==> src/rtl/imem_loader_if.sv <==
// imem_loader_if: byte-stream input and imem write port of the boot loader.
//   byte_valid/byte_data/byte_ready : byte stream into the loader.
//     A byte moves on a rising clk edge when byte_valid and byte_ready are
//     both 1. The source holds byte_data stable while byte_valid is 1 and
//     byte_ready is 0. byte_ready does not depend on byte_valid.
//   imem_we/imem_waddr/imem_wdata   : one-cycle word write strobe, word address, data.
// Modports: master = stream source / memory side, slave = the loader.
interface imem_loader_if #(
  parameter int ADDR_W = 15
) ();
  logic              byte_valid;
  logic [7:0]        byte_data;
  logic              byte_ready;
  logic              imem_we;
  logic [ADDR_W-1:0] imem_waddr;
  logic [31:0]       imem_wdata;

  modport master (
    output byte_valid, byte_data,
    input  byte_ready, imem_we, imem_waddr, imem_wdata
  );

  modport slave (
    input  byte_valid, byte_data,
    output byte_ready, imem_we, imem_waddr, imem_wdata
  );
endinterface

==> src/rtl/imem_loader.sv <==
// imem_loader: boot-time instruction memory writer.
// Takes a length-prefixed little-endian byte image, packs it into 32-bit words,
// writes them at sequential word addresses and keeps the core held until the
// whole image is in memory.
// Ports:
//   clk, rst   : clock, asynchronous active-high reset
//   bus        : imem_loader_if.slave (byte stream in, imem write port out)
//   restart    : one-cycle pulse, starts a new load from DONE or ERR
//   core_hold  : 1 keeps the pipeline stalled
//   done       : image fully written (level)
//   error      : length exceeded DEPTH_WORDS (level)
//   checksum   : sum of written words mod 2**32
//   fsm_state  : current FSM state (0 LEN, 1 DATA, 2 DONE, 3 ERR)
module imem_loader #(
  parameter int DEPTH_WORDS = 'h6000,
  parameter int ADDR_W      = 15
) (
  input  logic          clk,
  input  logic          rst,
  imem_loader_if.slave  bus,
  input  logic          restart,
  output logic          core_hold,
  output logic          done,
  output logic          error,
  output logic [31:0]   checksum,
  output logic [1:0]    fsm_state
);

  typedef enum logic [1:0] {S_LEN, S_DATA, S_DONE, S_ERR} state_t;

  state_t            state, state_nxt;
  logic [1:0]        lane_q;
  logic [23:0]       shift_q;   // first three bytes of the word being assembled
  logic [31:0]       len_q;
  logic [ADDR_W-1:0] idx_q;

  logic        fire;
  logic        lane_last;
  logic [31:0] assembled;       // full little-endian word once the 4th byte arrives
  logic        last_word;

  assign fire      = bus.byte_valid & bus.byte_ready;
  assign lane_last = (lane_q == 2'd3);
  assign assembled = {bus.byte_data, shift_q};
  assign last_word = ({{(32-ADDR_W){1'b0}}, idx_q} == (len_q - 32'd1));

  // State register
  always_ff @(posedge clk or posedge rst) begin
    if (rst) state <= S_LEN;
    else     state <= state_nxt;
  end

  // Next-state logic
  always_comb begin
    state_nxt = state;
    case (state)
      S_LEN: begin
        if (fire && lane_last) begin
          if (assembled == 32'd0)                    state_nxt = S_DONE;
          else if (assembled > 32'(DEPTH_WORDS))     state_nxt = S_ERR;
          else                                       state_nxt = S_DATA;
        end
      end
      S_DATA: begin
        // Leaving on the 4th byte of the last word: the write strobe of that
        // word is then issued while already in DONE.
        if (fire && lane_last && last_word) state_nxt = S_DONE;
      end
      S_DONE:  if (restart) state_nxt = S_LEN;
      S_ERR:   if (restart) state_nxt = S_LEN;
      default: state_nxt = S_LEN;
    endcase
  end

  // FSM outputs
  always_comb begin
    bus.byte_ready = ((state == S_LEN) || (state == S_DATA)) && !rst;
    fsm_state      = state;
  end

  // Datapath
  always_ff @(posedge clk or posedge rst) begin
    if (rst) begin
      lane_q         <= 2'd0;
      shift_q        <= 24'd0;
      len_q          <= 32'd0;
      idx_q          <= '0;
      bus.imem_we    <= 1'b0;
      bus.imem_waddr <= '0;
      bus.imem_wdata <= 32'd0;
      core_hold      <= 1'b1;
      done           <= 1'b0;
      error          <= 1'b0;
      checksum       <= 32'd0;
    end else begin
      bus.imem_we <= 1'b0;
      case (state)
        S_LEN: begin
          if (fire) begin
            shift_q <= {bus.byte_data, shift_q[23:8]};
            lane_q  <= lane_q + 2'd1;
            if (lane_last) begin
              len_q <= assembled;
              idx_q <= '0;
              if (assembled > 32'(DEPTH_WORDS)) error <= 1'b1;
            end
          end
        end
        S_DATA: begin
          if (fire) begin
            shift_q <= {bus.byte_data, shift_q[23:8]};
            lane_q  <= lane_q + 2'd1;
            if (lane_last) begin
              bus.imem_we    <= 1'b1;
              bus.imem_wdata <= assembled;
              bus.imem_waddr <= idx_q;
              idx_q          <= idx_q + 1'b1;
              checksum       <= checksum + assembled;
            end
          end
        end
        S_DONE, S_ERR: begin
          if (restart) begin
            lane_q    <= 2'd0;
            shift_q   <= 24'd0;
            len_q     <= 32'd0;
            idx_q     <= '0;
            core_hold <= 1'b1;
            done      <= 1'b0;
            error     <= 1'b0;
            checksum  <= 32'd0;
          end else if (state == S_DONE) begin
            // One cycle after entering DONE, so the final write has settled.
            done      <= 1'b1;
            core_hold <= 1'b0;
          end
        end
        default: ;
      endcase
    end
  end

endmodule

==> src/flat_wrapper.sv <==
// flat-port wrapper written by rule: the top's interface ports become plain ports
module imem_loader_flat 
#(
  parameter int DEPTH_WORDS = 'h6000,
  parameter int ADDR_W      = 15
)
  (clk, rst, restart, core_hold, done, error, checksum, fsm_state, bus_byte_valid, bus_byte_data, bus_byte_ready, bus_imem_we, bus_imem_waddr, bus_imem_wdata);
  imem_loader_if #(.ADDR_W(ADDR_W)) bus_i ();
  input  logic clk;
  input  logic rst;
  input  logic restart;
  output logic core_hold;
  output logic done;
  output logic error;
  output logic [31:0] checksum;
  output logic [1:0] fsm_state;
  input wire logic [$bits(bus_i.byte_valid)-1:0] bus_byte_valid;
  input wire logic [$bits(bus_i.byte_data)-1:0] bus_byte_data;
  output wire logic [$bits(bus_i.byte_ready)-1:0] bus_byte_ready;
  output wire logic [$bits(bus_i.imem_we)-1:0] bus_imem_we;
  output wire logic [$bits(bus_i.imem_waddr)-1:0] bus_imem_waddr;
  output wire logic [$bits(bus_i.imem_wdata)-1:0] bus_imem_wdata;
  assign bus_i.byte_valid = bus_byte_valid;
  assign bus_i.byte_data = bus_byte_data;
  assign bus_byte_ready = bus_i.byte_ready;
  assign bus_imem_we = bus_i.imem_we;
  assign bus_imem_waddr = bus_i.imem_waddr;
  assign bus_imem_wdata = bus_i.imem_wdata;
  imem_loader #(.DEPTH_WORDS(DEPTH_WORDS), .ADDR_W(ADDR_W)) u_core (.clk(clk), .rst(rst), .bus(bus_i), .restart(restart), .core_hold(core_hold), .done(done), .error(error), .checksum(checksum), .fsm_state(fsm_state));
endmodule
==> config.mk <==
export PLATFORM = sky130hd
export DESIGN_NAME = imem_loader_flat
export DESIGN_NICKNAME = d
export VERILOG_FILES = /design/src/rtl/imem_loader_if.sv /design/src/rtl/imem_loader.sv /design/src/flat_wrapper.sv
export SDC_FILE = /design/constraint.sdc
export NUM_CORES = 1
export LEC_CHECK = 0
export CORE_ASPECT_RATIO = 0.6
export CORE_MARGIN = 5
export CORE_UTILIZATION = 45
export DETAILED_ROUTE_END_ITERATION = 8
export HOLD_SLACK_MARGIN = 0.12
export PLACE_DENSITY_LB_ADDON = 0.05
export SLEW_MARGIN = 20
export SYNTH_ARGS = -nofsm -noshare
export SYNTH_HDL_FRONTEND = slang
export SYNTH_SLANG_ARGS = --single-unit
==> constraint.sdc <==
create_clock -name clk -period 6.03 [get_ports clk]
set_clock_uncertainty 0.15 [all_clocks]
set_input_delay 0.9045 -clock clk [delete_from_list [all_inputs] [get_ports clk]]
set_output_delay 0.9045 -clock clk [all_outputs]
set_load 0.05 [all_outputs]
==> results of run 1 <==
-- how the worst min path moves through the flow --
stage	end	slack, ns
2_1_floorplan	u_core.len_q[31]$_DFFE_PP0P_	0.28
3_3_place_gp	u_core.len_q[27]$_DFFE_PP0P_	0.29
3_5_place_dp	u_core.len_q[27]$_DFFE_PP0P_	0.30
4_1_cts	u_core.len_q[27]$_DFFE_PP0P_	0.31
5_1_grt	u_core.bus.imem_wdata[12]$_DFFE_PP0P_	0.35
6_report	u_core.len_q[27]$_DFFE_PP0P_	0.31
-- cells by family after synthesis --
kind of cell / Yosys count
AO/OA/AOI/OAI: 198
XOR/XNOR: 53
adder cells (fa/ha/maj): 35
buffers and inverters: 80
flip-flops: 158
multiplexers: 3
AND/OR/NAND/NOR: 490
-- cell usage in the layout (no fill, tap or decap), types with 17 or more instances in the layout --
cell type,instances
clkdlybuf4s50_1,97
dfrtp_1,157
nand2_1,272
ha_1,34
inv_1,23
a21oi_1,47
clkbuf_16,17
xor2_1,24
nor2_1,52
xnor2_1,29
o21ai_0,87
nand3_1,81
-- layout make-up --
cell class	count	area share [%]
clock buffers	18	4.158
clock inverters	14	1.418
inverters	26	0.9941
multi-input cells	779	42.21
flip-flops and latches	158	38.32
well taps	246	2.982
repair buffers	104	9.916
-- sequential cells by signal (all words and copies together), names as in the netlist --
name,cells
u_core.checksum,32
u_core.error,1
u_core.bus.imem_we,1
u_core.fsm_state,2
u_core.idx_q,15
u_core.core_hold,1
u_core.len_q,32
u_core.shift_q,24
u_core.bus.imem_wdata,32
u_core.lane_q,2
u_core.done,1
u_core.bus.imem_waddr,15
-- per-stage QoR --
step / hold slack, ns / area (µm²) / instances
final: 0.3092 / 10320 / 1345
after global routing: 0.3490 / 10320 / 1345
after CTS: 0.3149 / 10320 / 1345
after detailed placement: 0.2985 / 9746 / 1313
after global placement: 0.2939 / 9746 / 1313
after floorplan: 0.2801 / 8606 / 1017
-- layer usage --
metal	GRT usage [%]	up-vias
li1	-	3647
met1	35.72	3547
met2	30.55	198
met3	5.720	21
met4	4.706	0
met5	0	-
-- worst register-to-register path: stages (launching register included) --
cell,delay (ns)
dfrtp_1,0.44
ha_1,0.24
fa_1,0.42
a21oi_1,0.25
o211a_1,0.19
o21bai_1,0.11
a211oi_1,0.42
o21ai_0,0.26
a311oi_1,0.54
o21ai_0,0.18
xnor2_1,0.16
o21ai_0,0.09
-- power by group through the flow --
| stage | Sequential [W] | Combinational, W | Clock [W] |
|---|---|---|---|
| floorplan | 0.00229 | 0.00119 | 0 |
| CTS | 0.00179 | 0.00247 | 0.00110 |
| global placement | 0.00180 | 0.00243 | 0 |
| finish | 0.00179 | 0.00247 | 0.00108 |
| detailed placement | 0.00180 | 0.00246 | 0 |
| global route | 0.00184 | 0.00271 | 0.00114 |
==> qor.csv, run 1 <==
stage,metric,value,unit
clocking,hold_buffers,0,
timing,worst_pin_slew,1.053,ns
route,post-route-drc-count,0,
timing,hold_viol,0,
synth,syn_area_per_cell,8.462,µm²
grt,grt-ovfl-total,0,
synth,syn_inst,1017,
route,routed-wl-met2,9.168,mm
route,firstDrtPassIters,5,
route,wl_per_cell,17.77,µm
setup_path,worstPathArrival,3.82,ns
grt,grt_pass1_vias,7053,
floorplan,coreArea,18880,µm²
floorplan,dieArea,22080,µm²
setup_path,crit_path_cell_trace,clkdlybuf4s50_1 > nor3b_4 > buf_4 > nand3_4 > nor2_1 > nand4_1 > nor4_1 > nand3_1 > a2111oi_2 > and4b_1 > a211oi_1,
synth,synth-compound-area-share,13.59,%
synth,synth_top_area_share,45.65,%
setup_path,r2r_start,u_core.shift_q[0]$_DFFE_PP0P_,
timing,maxSlewHeadroom,29.82,%
synth,synthesis.nets,1064,
synth,synthSimpleGateAreaFrac,25.81,%
setup_path,startpoint_type,primary input,
synth,synth_async_sr_flop_share,100.0,%
grt,antenna_found_initial,0,
synth,synth_most_common_cell,nand2_1,
route,wl_met1,12.95,mm
setup_path,worstPathRequired,6.17,ns
route,final_antenna_net_count,0,
synth,synth-xor-area-share,5.394,%
outcome,status,"complete, no violations",
power_and_ir_drop,p_comb_share,46.3,%
synth,synth_area,8606,µm²
timing,period_share,60.96,%
clocking,cts_tree,built,
timing,slew_viol_final,0,
power_and_ir_drop,pwr-share-clk,20.2,%
clocking,root_buffer,clkbuf_16,
timing,setup_viol,0,
synth,yosys.area.top_type,dfrtp_1,
finish,fill_cells,1730,
finish,drive_gt1_share,5.278,%
route,via_count,7413,
route,met3WireLength,1.536,mm
synth,synthTopCellsByCount,"nand2_1, dfrtp_1, o21ai_0",
setup_path,r2r_end,u_core.checksum[30]$_DFFE_PP0P_,
synth,ys_warn_count,0,
setup_path,crit_cells,11,
synth,post_synth_fa_ha_maj_area_fraction,5.176,%
grt,grt_usage,22.46,%
timing,rsz0062_at_grt,false,
hold_path,hold_path.startpoint,u_core.len_q[27]$_DFFE_PP0P_,
grt,grt_max_degree,90,
timing,setup_tns,0,ns
grt,grt_first_pass_wirelength,39.24,mm
hold_path,holdPathStages,2,
synth,synth_cell_types,62,
placement,io_buffers,97,
power_and_ir_drop,vdd_drop_max,0.0003046,V
route,wl,23.91,mm
power_and_ir_drop,intPower,0.002863,W
placement,dp.final_hpwl,16.57,mm
finish,area_growth,19.93,%
floorplan,io_pins,98,
setup_path,path_class,primary input to flop,
power_and_ir_drop,seqPwrFrac,33.5,%
job,cap_violations,0,
synth,ys_ff_latch,158,
timing,fmax,0.2720,GHz
setup_path,crit_end,u_core.fsm_state[0]$_DFFE_PP0P_,
timing,fin_crit,3.676,ns
timing,fin_ws,2.354,ns
floorplan,row_count,39,
route,avgViaCountPerCell,5.512,
synth,synth_top_family_by_area,simple AND/OR/NAND/NOR gates,
clocking,path_clk_slew,0.07,ns
finish,register_area,3955,µm²
clocking,clk_latency,0.44,ns
finish,antenna_cells,0,
floorplan,start_util,45.57,%
clocking,ctsResizeCount,0,
clocking,clock_sinks,158,
setup_path,crit_slowest_cell,clkdlybuf4s50_1,
power_and_ir_drop,p_leak,4.791,nW
power_and_ir_drop,swShare,46.39,%
power_and_ir_drop,total_power,0.005341,W
setup_path,endpoint_kind,flop,
hold_path,hp-class,flop to flop,
synth,synth_edf_count,0,
floorplan,die_y,117.1,µm
synth,synth.area.top_cells,"dfrtp_1, nand2_1, o21ai_0",
synth,ys_seq_area_share,45.96,%
placement,pre_cts_ws,1.974,ns
power_and_ir_drop,p_per_area,517.5,nW/µm²
clocking,cts-buffers-inserted,17,
route,routed.top_layer,met4,
setup_path,rrSetupSlack,2.43,ns
synth,muxShareOfSynthArea,0.3489,%
setup_path,crit_fanout,54,
finish,multi_input_area,4357,µm²
finish,final_util,54.65,%
clocking,post-cts-setup-buffer-count,0,
setup_path,path_buf_inv,2,
power_and_ir_drop,p_switching,0.002477,W
floorplan,die_w,188.5,µm
placement,gp_congestion,0.9146,
clocking,clock_path_buffers,2,
finish,nets,1133,
route,drt_iter0_markers,603,
setup_path,max_stage_delay,0.53,ns
setup_path,crit_start,rst,
setup_path,worstRegToRegCells,11,
setup_path,cp_top_family,simple AND/OR/NAND/NOR gates,
synth,ys.flop_type,dfrtp_1,
clocking,htree_levels,4,
(Power assumes the default switching activity.)
==> run 2, diff against run 1 <==
Clock period 6.03 ns to 3.7 ns, I/O delays scaled along.
==> run 2 against run 1 <==
  * Sequential share of layout area shrank 0.81 points
  * Core utilization grew 1.2 points
  * Register-to-register slack lost 2.1 ns
  * Critical path depth is the same
  * Combinational power grew 68%
  * Clock power grew 66%
  * Total power grew 65%
  * Highest routed layer unchanged
  * Wire length grew 1.5%
  * First-iteration DRC count grew 2.8%
  * Largest power group unchanged
  * Critical path type is now flop to flop
  * Sequential cell count is the same
  * Sequential power grew 59%
  * Final cell count grew 1.5%
==> qor.csv, run 2 (synthesized netlist as in run 1, its figures left out) <==
stage,metric,value,unit,change
timing,fin_crit,3.355,ns,
clocking,htree_levels,4,,unchanged
route,wl,24.28,mm,+1.5%
setup_path,crit_top_cell,o21ai_0,,
clocking,post-cts-setup-buffer-count,0,,unchanged
power_and_ir_drop,swShare,45.55,%,-0.84 points
route,avgViaCountPerCell,5.498,,-0.24%
job,cap_violations,0,,unchanged
route,post-route-drc-count,0,,unchanged
hold_path,hp-class,flop to flop,,
floorplan,io_pins,98,,unchanged
power_and_ir_drop,p_per_area,833.7,nW/µm²,+61%
power_and_ir_drop,total_power,0.008791,W,+65%
hold_path,hold_path.startpoint,u_core.len_q[31]$_DFFE_PP0P_,,
hold_path,holdPathStages,2,,unchanged
route,drt_iter0_markers,620,,+2.8%
floorplan,die_y,117.1,µm,unchanged
setup_path,endpoint_kind,flop,,
finish,antenna_cells,0,,unchanged
finish,fill_cells,1773,,+2.5%
floorplan,start_util,45.57,%,unchanged
timing,period_share,90.69,%,
setup_path,worstPathArrival,3.50,ns,-0.32 ns
setup_path,rrSetupSlack,0.34,ns,-2.09 ns
setup_path,path_class,flop to flop,,
timing,slew_viol_final,0,,unchanged
placement,dp.final_hpwl,17.03,mm,+2.8%
floorplan,coreArea,18880,µm²,unchanged
power_and_ir_drop,p_comb_share,47.3,%,+1.0 points
setup_path,path_buf_inv,0,,-2
grt,grt_pass1_vias,6874,,-2.5%
route,wl_per_cell,17.78,µm,about the same
grt,grt_usage,22.57,%,+0.11 points
placement,gp_congestion,0.8780,,-4.0%
clocking,root_buffer,clkbuf_16,,
clocking,path_clk_slew,0.07,ns,about the same
setup_path,cp_top_family,compound AO/OA/AOI/OAI gates,,
hold_path,min_to,u_core.len_q[31]$_DFFE_PP0P_,,
clocking,clock_sinks,158,,unchanged
finish,area_growth,22.54,%,
clocking,cts_tree,built,,
setup_path,max_stage_delay,0.46,ns,-0.07 ns
route,via_count,7505,,+1.2%
timing,fmax,0.2980,GHz,
finish,fin_cells,1365,,+1.5%
timing,setup_tns,0,ns,unchanged
placement,io_buffers,97,,unchanged
clocking,hold_buffers,0,,unchanged
power_and_ir_drop,pwr-share-clk,20.4,%,+0.2 points
clocking,clock_path_buffers,2,,unchanged
power_and_ir_drop,vdd_drop_max,0.0004990,V,+64%
setup_path,r2r_start,u_core.shift_q[0]$_DFFE_PP0P_,,
timing,hold_viol,0,,unchanged
finish,nets,1154,,+1.9%
power_and_ir_drop,p_switching,0.004004,W,+62%
setup_path,crit_path_cell_trace,ha_1 > fa_1 > a21oi_1 > o211a_1 > o21bai_1 > a211oi_2 > o21ai_0 > a311oi_1 > o21ai_0 > xnor2_1 > o21ai_0,,
floorplan,row_count,39,,unchanged
clocking,clk_latency,0.43,ns,about the same
clocking,cts-buffers-inserted,17,,unchanged
route,firstDrtPassIters,5,,unchanged
route,final_antenna_net_count,0,,unchanged
setup_path,worstPathRequired,3.84,ns,-2.33 ns
floorplan,die_w,188.5,µm,unchanged
grt,grt-ovfl-total,0,,unchanged
finish,layout_common_cells,"nand2_1, dfrtp_1, clkdlybuf4s50_1, o21ai_0, nand3_1",,
outcome,status,"complete, no violations",,
setup_path,crit_fanout,5,,-91%
setup_path,startpoint_type,flop,,
placement,dpl.cell_count,1334,,+1.6%
timing,maxSlewHeadroom,47.37,%,+18 points
floorplan,dieArea,22080,µm²,unchanged
finish,drive_gt1_share,7.149,%,+1.9 points
timing,rsz0062_at_grt,false,,
setup_path,crit_slowest_cell,a311oi_1,,
finish,layout_commonest_cell,nand2_1,,
setup_path,worstRegToRegCells,11,,unchanged
finish,reg_top3,"u_core.bus.imem_wdata (32), u_core.checksum (32), u_core.len_q (32)",,
grt,grt_first_pass_wirelength,39.31,mm,+0.18%
timing,setup_viol,0,,unchanged
grt,antenna_found_initial,0,,unchanged
power_and_ir_drop,p_leak,4.921,nW,+2.7%
timing,worst_pin_slew,0.7879,ns,-0.2649 ns
power_and_ir_drop,seqPwrFrac,32.3,%,-1.2 points
setup_path,r2r_end,u_core.checksum[30]$_DFFE_PP0P_,,
power_and_ir_drop,intPower,0.004787,W,+67%
grt,grt_max_degree,112,,+24%
-- run 2: what timing repair did --
action                                 4_1_cts  5_1_grt
gates resized for setup                      0        1
setup endpoints to repair                    0        1
endpoints found under the hold margin        0        0
-- run 2: worst max path at each step --
| stage | start | endpoint | slack, ns | depth (start not counted) |
|---|---|---|---|---|
| 2_1_floorplan | u_core.checksum[0]$_DFFE_PP0P_ | u_core.checksum[30]$_DFFE_PP0P_ | 0.63 | 11 |
| 3_3_place_gp | u_core.shift_q[0]$_DFFE_PP0P_ | u_core.checksum[30]$_DFFE_PP0P_ | 0.31 | 11 |
| 3_5_place_dp | u_core.shift_q[0]$_DFFE_PP0P_ | u_core.checksum[30]$_DFFE_PP0P_ | 0.27 | 11 |
| 4_1_cts | u_core.shift_q[0]$_DFFE_PP0P_ | u_core.checksum[30]$_DFFE_PP0P_ | 0.20 | 11 |
| 5_1_grt | u_core.shift_q[0]$_DFFE_PP0P_ | u_core.checksum[30]$_DFFE_PP0P_ | 0.18 | 11 |
| 6_report | u_core.shift_q[0]$_DFFE_PP0P_ | u_core.checksum[30]$_DFFE_PP0P_ | 0.34 | 11 |
-- run 2: power by group through the flow --
stage | logic [W] | registers [W] | clock network (W)
5_1_grt | 0.00452 | 0.00293 | 0.00189
2_1_floorplan | 0.00194 | 0.00373 | 0
3_5_place_dp | 0.00414 | 0.00285 | 0
6_report | 0.00416 | 0.00284 | 0.00179
4_1_cts | 0.00416 | 0.00284 | 0.00182
3_3_place_gp | 0.00412 | 0.00285 | 0
-- run 2: stage by stage --
stage | hold WS [ns] | util (%) | area, µm² | worst slack, ns
global route | 0.3383 | 55.84 | 10550 | 0.1778
finish | 0.3159 | 55.84 | 10550 | 0.3445
detailed placement | 0.3057 | 52.70 | 9952 | 0.2693
global placement | 0.2956 | 52.70 | 9952 | 0.3125
floorplan | 0.2801 | - | 8610 | 0.6314
CTS | 0.3200 | 55.81 | 10540 | 0.2008
-- run 2: worst reg2reg max path, stage by stage (launching register included) --
cell and delay, ns:
dfrtp_1 0.43, ha_1 0.23, fa_1 0.40, a21oi_1 0.25
o211a_1 0.19, o21bai_1 0.11, a211oi_2 0.35, o21ai_0 0.24
a311oi_1 0.46, o21ai_0 0.17, xnor2_1 0.15, o21ai_0 0.08
-- run 2: routing by layer --
layer	global-route usage [%]	vias up	wire (µm)
met5	0	-	0
met4	4.706	0	233
met3	4.950	20	1409
met2	30.38	209	9445
met1	36.66	3598	13190
li1	-	3678	-
-- run 2: final cells by class --
type	count	area, µm²	area share (%)
multi-input combinational	779	4362	41.36
sequential	158	3955	37.51
timing repair buffer	125	1231	11.68
clock buffer	17	425.4	4.034
tap	246	307.8	2.919
clock inverter	14	162.7	1.542
inverter	26	101.3	0.9611
